--- src/rtl/fc_result_packer_pkg.sv ---
// Shared constants and types for the FC result packer and its neighbours.
// The argmax stage imports the same DW/NUM_CLASS constants so both ends of
// the packed vector agree on its layout.
package fc_result_packer_pkg;

  localparam int FC_DW        = 32;  // width of one neuron result (signed)
  localparam int FC_NUM_CLASS = 3;   // words per packed vector
  localparam int FC_MIN_GAP   = 4;   // minimum cycles between publish pulses

  typedef enum logic {
    ST_COLLECT = 1'b0,
    ST_HOLD    = 1'b1
  } fc_state_e;

endpackage

--- src/rtl/fc_result_packer_min_gap_timer.sv ---
// min_gap_timer: enforces a minimum spacing between events.
// A load reloads the counter to MIN_GAP-1; it then counts down to 0 and
// saturates there. o_busy is high while the counter is nonzero, so an event
// loaded at cycle t lets the next event be issued no earlier than t+MIN_GAP.
// Ports:
//   clk     in  clock, rising edge
//   rst_n   in  asynchronous active-low reset (counter cleared)
//   i_load  in  reload the counter (an event is being issued)
//   o_busy  out counter nonzero; a new event must wait
module min_gap_timer #(
  parameter int MIN_GAP = 4
) (
  input  logic clk,
  input  logic rst_n,
  input  logic i_load,
  output logic o_busy
);

  localparam int            CW     = (MIN_GAP > 2) ? $clog2(MIN_GAP) : 1;
  localparam logic [CW-1:0] RELOAD = CW'(MIN_GAP - 1);

  logic [CW-1:0] r_count;

  // NOTE: sequential state uses non-blocking assignments so every register
  // samples the pre-edge values, independent of block ordering.
  always_ff @(posedge clk or negedge rst_n) begin
    if (!rst_n) begin
      r_count <= '0;
    end else if (i_load) begin
      r_count <= RELOAD;
    end else if (r_count != '0) begin
      r_count <= r_count - 1'b1;
    end
  end

  assign o_busy = (r_count != '0);

endmodule

--- src/rtl/fc_result_packer.sv ---
// fc_result_packer: serial-to-parallel packer for the FC layer output.
// Collects NUM_CLASS signed words from a valid/ready stream (word k lands in
// lane k) and publishes them as one vector with a one-cycle m_valid pulse.
// Consecutive pulses are at least MIN_GAP cycles apart; a finished vector
// that arrives too early waits in HOLD with s_ready low. A vector whose
// s_last does not coincide with the NUM_CLASS-th word is dropped and
// reported with a one-cycle frame_err pulse.
// Ports:
//   clk, rst_n  clock (rising edge), asynchronous active-low reset
//   s_data      serial neuron result (DW bits, stored raw)
//   s_valid     s_data valid
//   s_last      final word of a vector, qualified by s_valid
//   s_ready     packer can accept a word (combinational, high in COLLECT)
//   m_data      packed vector, word k at [k*DW +: DW]; changes only on publish
//   m_valid     one-cycle publish pulse
//   frame_err   one-cycle framing-violation pulse
module fc_result_packer
  import fc_result_packer_pkg::*;
#(
  parameter int DW        = FC_DW,
  parameter int NUM_CLASS = FC_NUM_CLASS,
  parameter int MIN_GAP   = FC_MIN_GAP
) (
  input  logic                    clk,
  input  logic                    rst_n,
  input  logic [DW-1:0]           s_data,
  input  logic                    s_valid,
  input  logic                    s_last,
  output logic                    s_ready,
  output logic [NUM_CLASS*DW-1:0] m_data,
  output logic                    m_valid,
  output logic                    frame_err
);

  localparam int               CNT_W   = (NUM_CLASS > 1) ? $clog2(NUM_CLASS) : 1;
  localparam logic [CNT_W-1:0] CNT_MAX = CNT_W'(NUM_CLASS - 1);

  fc_state_e               r_state;
  fc_state_e               w_state_nxt;
  logic [CNT_W-1:0]        r_cnt;
  logic [CNT_W-1:0]        w_cnt_nxt;
  logic [DW-1:0]           r_lane [NUM_CLASS];
  logic [NUM_CLASS*DW-1:0] r_m_data;
  logic [NUM_CLASS*DW-1:0] w_pub_vec;
  logic                    r_m_valid;
  logic                    r_frame_err;
  logic                    w_accept;
  logic                    w_publish;
  logic                    w_frame_err_nxt;
  logic                    w_gap_busy;

  assign s_ready   = (r_state == ST_COLLECT);
  assign w_accept  = s_valid && s_ready;
  assign m_data    = r_m_data;
  assign m_valid   = r_m_valid;
  assign frame_err = r_frame_err;

  min_gap_timer #(.MIN_GAP(MIN_GAP)) u_gap (
    .clk    (clk),
    .rst_n  (rst_n),
    .i_load (w_publish),
    .o_busy (w_gap_busy)
  );

  // NOTE: every signal written here gets a default first, so no path can
  // leave one unassigned and infer a latch.
  always_comb begin
    w_state_nxt     = r_state;
    w_cnt_nxt       = r_cnt;
    w_publish       = 1'b0;
    w_frame_err_nxt = 1'b0;
    unique case (r_state)
      ST_COLLECT: begin
        if (w_accept) begin
          if (r_cnt != CNT_MAX) begin
            if (s_last) begin
              w_frame_err_nxt = 1'b1;
              w_cnt_nxt       = '0;
            end else begin
              w_cnt_nxt = r_cnt + 1'b1;
            end
          end else if (!s_last) begin
            w_frame_err_nxt = 1'b1;
            w_cnt_nxt       = '0;
          end else begin
            w_cnt_nxt = '0;
            if (w_gap_busy) w_state_nxt = ST_HOLD;
            else            w_publish   = 1'b1;
          end
        end
      end
      ST_HOLD: begin
        if (!w_gap_busy) begin
          w_publish   = 1'b1;
          w_state_nxt = ST_COLLECT;
        end
      end
      default: w_state_nxt = ST_COLLECT;
    endcase
  end

  // Publishing straight from COLLECT happens on the edge that accepts the last
  // word, so that word is taken from s_data rather than from its lane.
  always_comb begin
    w_pub_vec = '0;
    for (int k = 0; k < NUM_CLASS; k++) begin
      w_pub_vec[k*DW +: DW] = (r_state == ST_COLLECT && k == NUM_CLASS - 1)
                              ? s_data : r_lane[k];
    end
  end

  always_ff @(posedge clk or negedge rst_n) begin
    if (!rst_n) begin
      r_state     <= ST_COLLECT;
      r_cnt       <= '0;
      r_m_data    <= '0;
      r_m_valid   <= 1'b0;
      r_frame_err <= 1'b0;
    end else begin
      r_state     <= w_state_nxt;
      r_cnt       <= w_cnt_nxt;
      r_m_valid   <= w_publish;
      r_frame_err <= w_frame_err_nxt;
      if (w_publish) r_m_data <= w_pub_vec;
    end
  end

  // NOTE: the collect lanes are deliberately not reset: each lane is written
  // in the current vector before it can be published, so reset only costs
  // routing here.
  always_ff @(posedge clk) begin
    if (w_accept) r_lane[r_cnt] <= s_data;
  end

endmodule

--- config.mk ---
export PLATFORM = sky130hd
export DESIGN_NAME = fc_result_packer
export DESIGN_NICKNAME = d
export VERILOG_FILES = /design/src/rtl/fc_result_packer_pkg.sv /design/src/rtl/fc_result_packer_min_gap_timer.sv /design/src/rtl/fc_result_packer.sv
export SDC_FILE = /design/constraint.sdc
export NUM_CORES = 1
export LEC_CHECK = 0
export CORE_UTILIZATION = 57
export CTS_CLUSTER_SIZE = 28
export DETAILED_ROUTE_END_ITERATION = 12
export GPL_TIMING_DRIVEN = 0
export HOLD_SLACK_MARGIN = 0.15
export PLACE_DENSITY = 0.85
export SLEW_MARGIN = 20
export SYNTH_ARGS = -nofsm -noshare
export SYNTH_HDL_FRONTEND = slang
export SYNTH_HIERARCHICAL = 1
export SYNTH_SLANG_ARGS = --single-unit
--- constraint.sdc ---
create_clock -name clk -period 3.5 [get_ports clk]
set_clock_uncertainty 0.2 [all_clocks]
set_input_delay 0.7 -clock clk [delete_from_list [all_inputs] [get_ports clk]]
set_output_delay 0.7 -clock clk [all_outputs]
set_load 0.05 [all_outputs]
==> flow_metrics.env <==
export IMPL_synth_area_leader_cell="edfxtp_1"
export IMPL_pin_slew_with_the_least_headroom_to_its_limit_ps=815
export IMPL_ratio_of_cells_with_drive_above_1_in_the_final_layout=0.410
export IMPL_timing_fmax_ghz=0.378
export IMPL_post_route_worst_setup_slack_ps=854
export IMPL_fp_row_count=42
export IMPL_cts_inserted_buffers=17
export IMPL_clk_path_buf_depth=2
export IMPL_layout_core_utilization=0.759
export IMPL_final_setup_tns_ps=0
export IMPL_die_height_um=120
export IMPL_setup_repair_after_global_routing_missed_its_margin="false"
export IMPL_port_buffers=134
export IMPL_worst_setup_path_class="flop to output pin"
export IMPL_syn_area_mm2=0.00800
export IMPL_clock_insertion_delay_worst_skew_ps=430
export IMPL_required_ps=2600
export IMPL_grt_start_max_net_pins=61
export IMPL_setup_violations_final=0
export IMPL_wl_per_cell_um=20.7
export IMPL_design_die_area_mm2=0.0145
export IMPL_dp_slack_ps=423
export IMPL_detailedRoute_firstPassIterationCount=4
export IMPL_outcome="finished, final reports clean"
export IMPL_pins_over_slew_limit=0
export IMPL_synthToLayoutAreaGrowth_pct=27.7
export IMPL_grt_antenna_before_repair=0
export IMPL_hold_path_class="flop to flop"
export IMPL_groute_usage_overall=0.244
export IMPL_synth_warning_count=6
export IMPL_worstSetupStartpointType="flop"
export IMPL_detailroute_wirelength_met2_um=8260
export IMPL_post_cts_resized=0
export IMPL_mux_cell_area_share_after_synthesis=0.270
export IMPL_max_slew_margin_rel=0.456
export IMPL_detailroute_via_count=4373
export IMPL_start_util=0.595
export IMPL_drt_iter0_drc=208
export IMPL_synthDistinctLibCells=21
export IMPL_detailedPlacementHpwl_um=10500
export IMPL_top_level_ports=135
export IMPL_number_of_drc_violations_after_detailed_routing=0
export IMPL_met3_length_um=835
export IMPL_route_layer_met1_wl_um=6990
export IMPL_path_clk_slew_ps=70
export IMPL_gp_routability_congestion=0.766
export IMPL_share_of_the_synthesized_area_in_the_top_cell_type=0.360
export IMPL_synth_adder_area_share=0.00782
export IMPL_synth_ff_latch_count=199
export IMPL_compound_gate_fraction_of_synth_area=0.00375
export IMPL_report_final_hold_viol_count=0
export IMPL_mappedNetlistNets=484
export IMPL_synth_xor_area_frac=0.00219
export IMPL_grt_pass1_vias=4835
export IMPL_max_cap_violations=0
export IMPL_synthTopCellsByArea="edfxtp_1 (36%), dfrtp_1 (32%), mux2_2 (27%), buf_4 (0.84%), ha_1 (0.78%)"
export IMPL_critPathMaxFanout=6
export IMPL_cp_capture_type="output pin"
export IMPL_clock_tree_root_cell="clkbuf_16"
export IMPL_critPathArrivalTime_ps=1750
export IMPL_finish_instance_area_mm2=0.0102
export IMPL_seq_area_frac_synth=0.683
export IMPL_core_region_area_mm2=0.0135
export IMPL_number_of_diodes=0
export IMPL_hold_worst_slack_ps=306
export IMPL_grt_first_pass_wirelength_um=26200
export IMPL_vdd_ir_drop_max_mv=0.672
export IMPL_leakagePower_nw=4.04
export IMPL_nets=640
export IMPL_clock_sinks=199
export IMPL_post_drt_via_cell_ratio=5.55
export IMPL_min_period_over_period=0.756
export IMPL_min_clock_period_post_route_ps=2650
export IMPL_final_antenna_net_count=0
export IMPL_synth_avg_cell_area_um2=18.1
export IMPL_die_width_um=120
export IMPL_power_per_cell_area_mw_per_mm2=1030
export IMPL_placedInstanceArea_mm2=0.00961
export IMPL_ctsHtreeMaxLevel=4
export IMPL_top_signal_layer_used="met4"
export IMPL_yosys_area_share_simple=0.0109
export IMPL_grt_overflow_total=0
export IMPL_syn_instance_count=443
export IMPL_tritoncts="done"
export IMPL_synth_top_family_by_area="multiplexers"
export IMPL_finalWirelength_um=16300
state kept, by name, indices dropped and copies added, names as in the netlist:
register	cells
frame_err	1
m_data	96
m_valid	1
r_cnt	2
r_lane	96
r_state	1
u_gap/r_count	2
through the flow:
stage,instances,power (mW)
after global routing,788,11.0
after floorplan,443,6.97
after CTS,788,10.6
after detailed placement,755,8.63
final,788,10.5
after global placement,753,8.47
cells by family (layout without fill, tap and decap cells):
logic type,after synthesis,in the layout
DFF,199,199
muxes,192,192
buffers and inverters,29,198
and+or+nand+nor,12,12
adders and majority gates,5,5
AOI/OAI and AO/OA,4,4
xor gates and xnor gates,2,2
placed cells by master, fill, tap and decap left out, types with 2 or more instances in the layout:
cell,count
clkdlybuf4s50_1,133
bufinv_16,2
clkbuf_1,2
edfxtp_1,96
mux2_2,192
buf_6,5
nand2b_1,2
clkinvlp_4,2
nand3b_2,3
clkbuf_8,5
dfrtp_1,103
inv_1,7
ha_1,5
or2b_1,2
inv_2,3
clkinv_2,4
buf_2,6
clkbuf_16,17
a21o_1,2
buf_4,9
worst max-delay path: stages, from the launching register on:
cell and delay (ps):
dfrtp_1 430, inv_1 90, clkdlybuf4s50_1 790
synthesized netlist by cell type:
cell	instances
nor2_2	1
buf_4	9
ha_1	5
a21o_1	2
nand2_1	1
nor4_1	1
xnor2_1	1
xor2_1	1
edfxtp_1	96
dfrtp_1	103
nand3b_2	3
mux2_2	192
buf_6	4
inv_1	10
a31oi_1	1
nor2_1	1
or2b_1	2
o41ai_1	1
nor2b_1	1
nand2b_1	2
buf_2	6
metal layers:
| layer | track usage | vias to the layer above |
|---|---|---|
| met1 | 0.314 | 2264 |
| li1 | - | 1955 |
| met3 | 0.0675 | 24 |
| met4 | 0.0718 | 0 |
| met5 | 0 | - |
| met2 | 0.406 | 130 |
worst paths after layout:
path | slack [ps] | depth (start not counted) | start | end
max | 850 | 2 | r_state | s_ready
min | 310 | 1 | m_data[80] | m_data[80]
min in group asynchronous | 630 | 2 | rst_n | m_data[26]
min reg2reg | 310 | 1 | m_data[80] | m_data[80]
max reg2reg | 1000 | 5 | r_cnt[0] | r_lane[2][10]
max in group asynchronous | 1820 | 3 | rst_n | m_data[37]
report_power, final:
part	leakage, nW	switching, mW	total, mW	internal (mW)
Combinational	1.57	2.96	4.88	1.92
Clock	0.292	0.799	1.94	1.14
Sequential	2.17	0.391	3.71	3.32
layout make-up:
| class | instances | area, µm² |
|---|---|---|
| multi-input combinational | 215 | 2360 |
| fill | 837 | 3240 |
| tap | 176 | 220 |
| clock inverter | 8 | 95.1 |
| clock buffer | 24 | 502 |
| timing repair buffer | 137 | 1400 |
| sequential | 199 | 5460 |
| inverter | 10 | 37.5 |
| buffer | 19 | 143 |
what timing repair did:
action	CTS	global route
hold endpoints to repair	59	0
hold buffers	1	0
buffers inserted	0	0
Power figures use the tool's default switching activity.
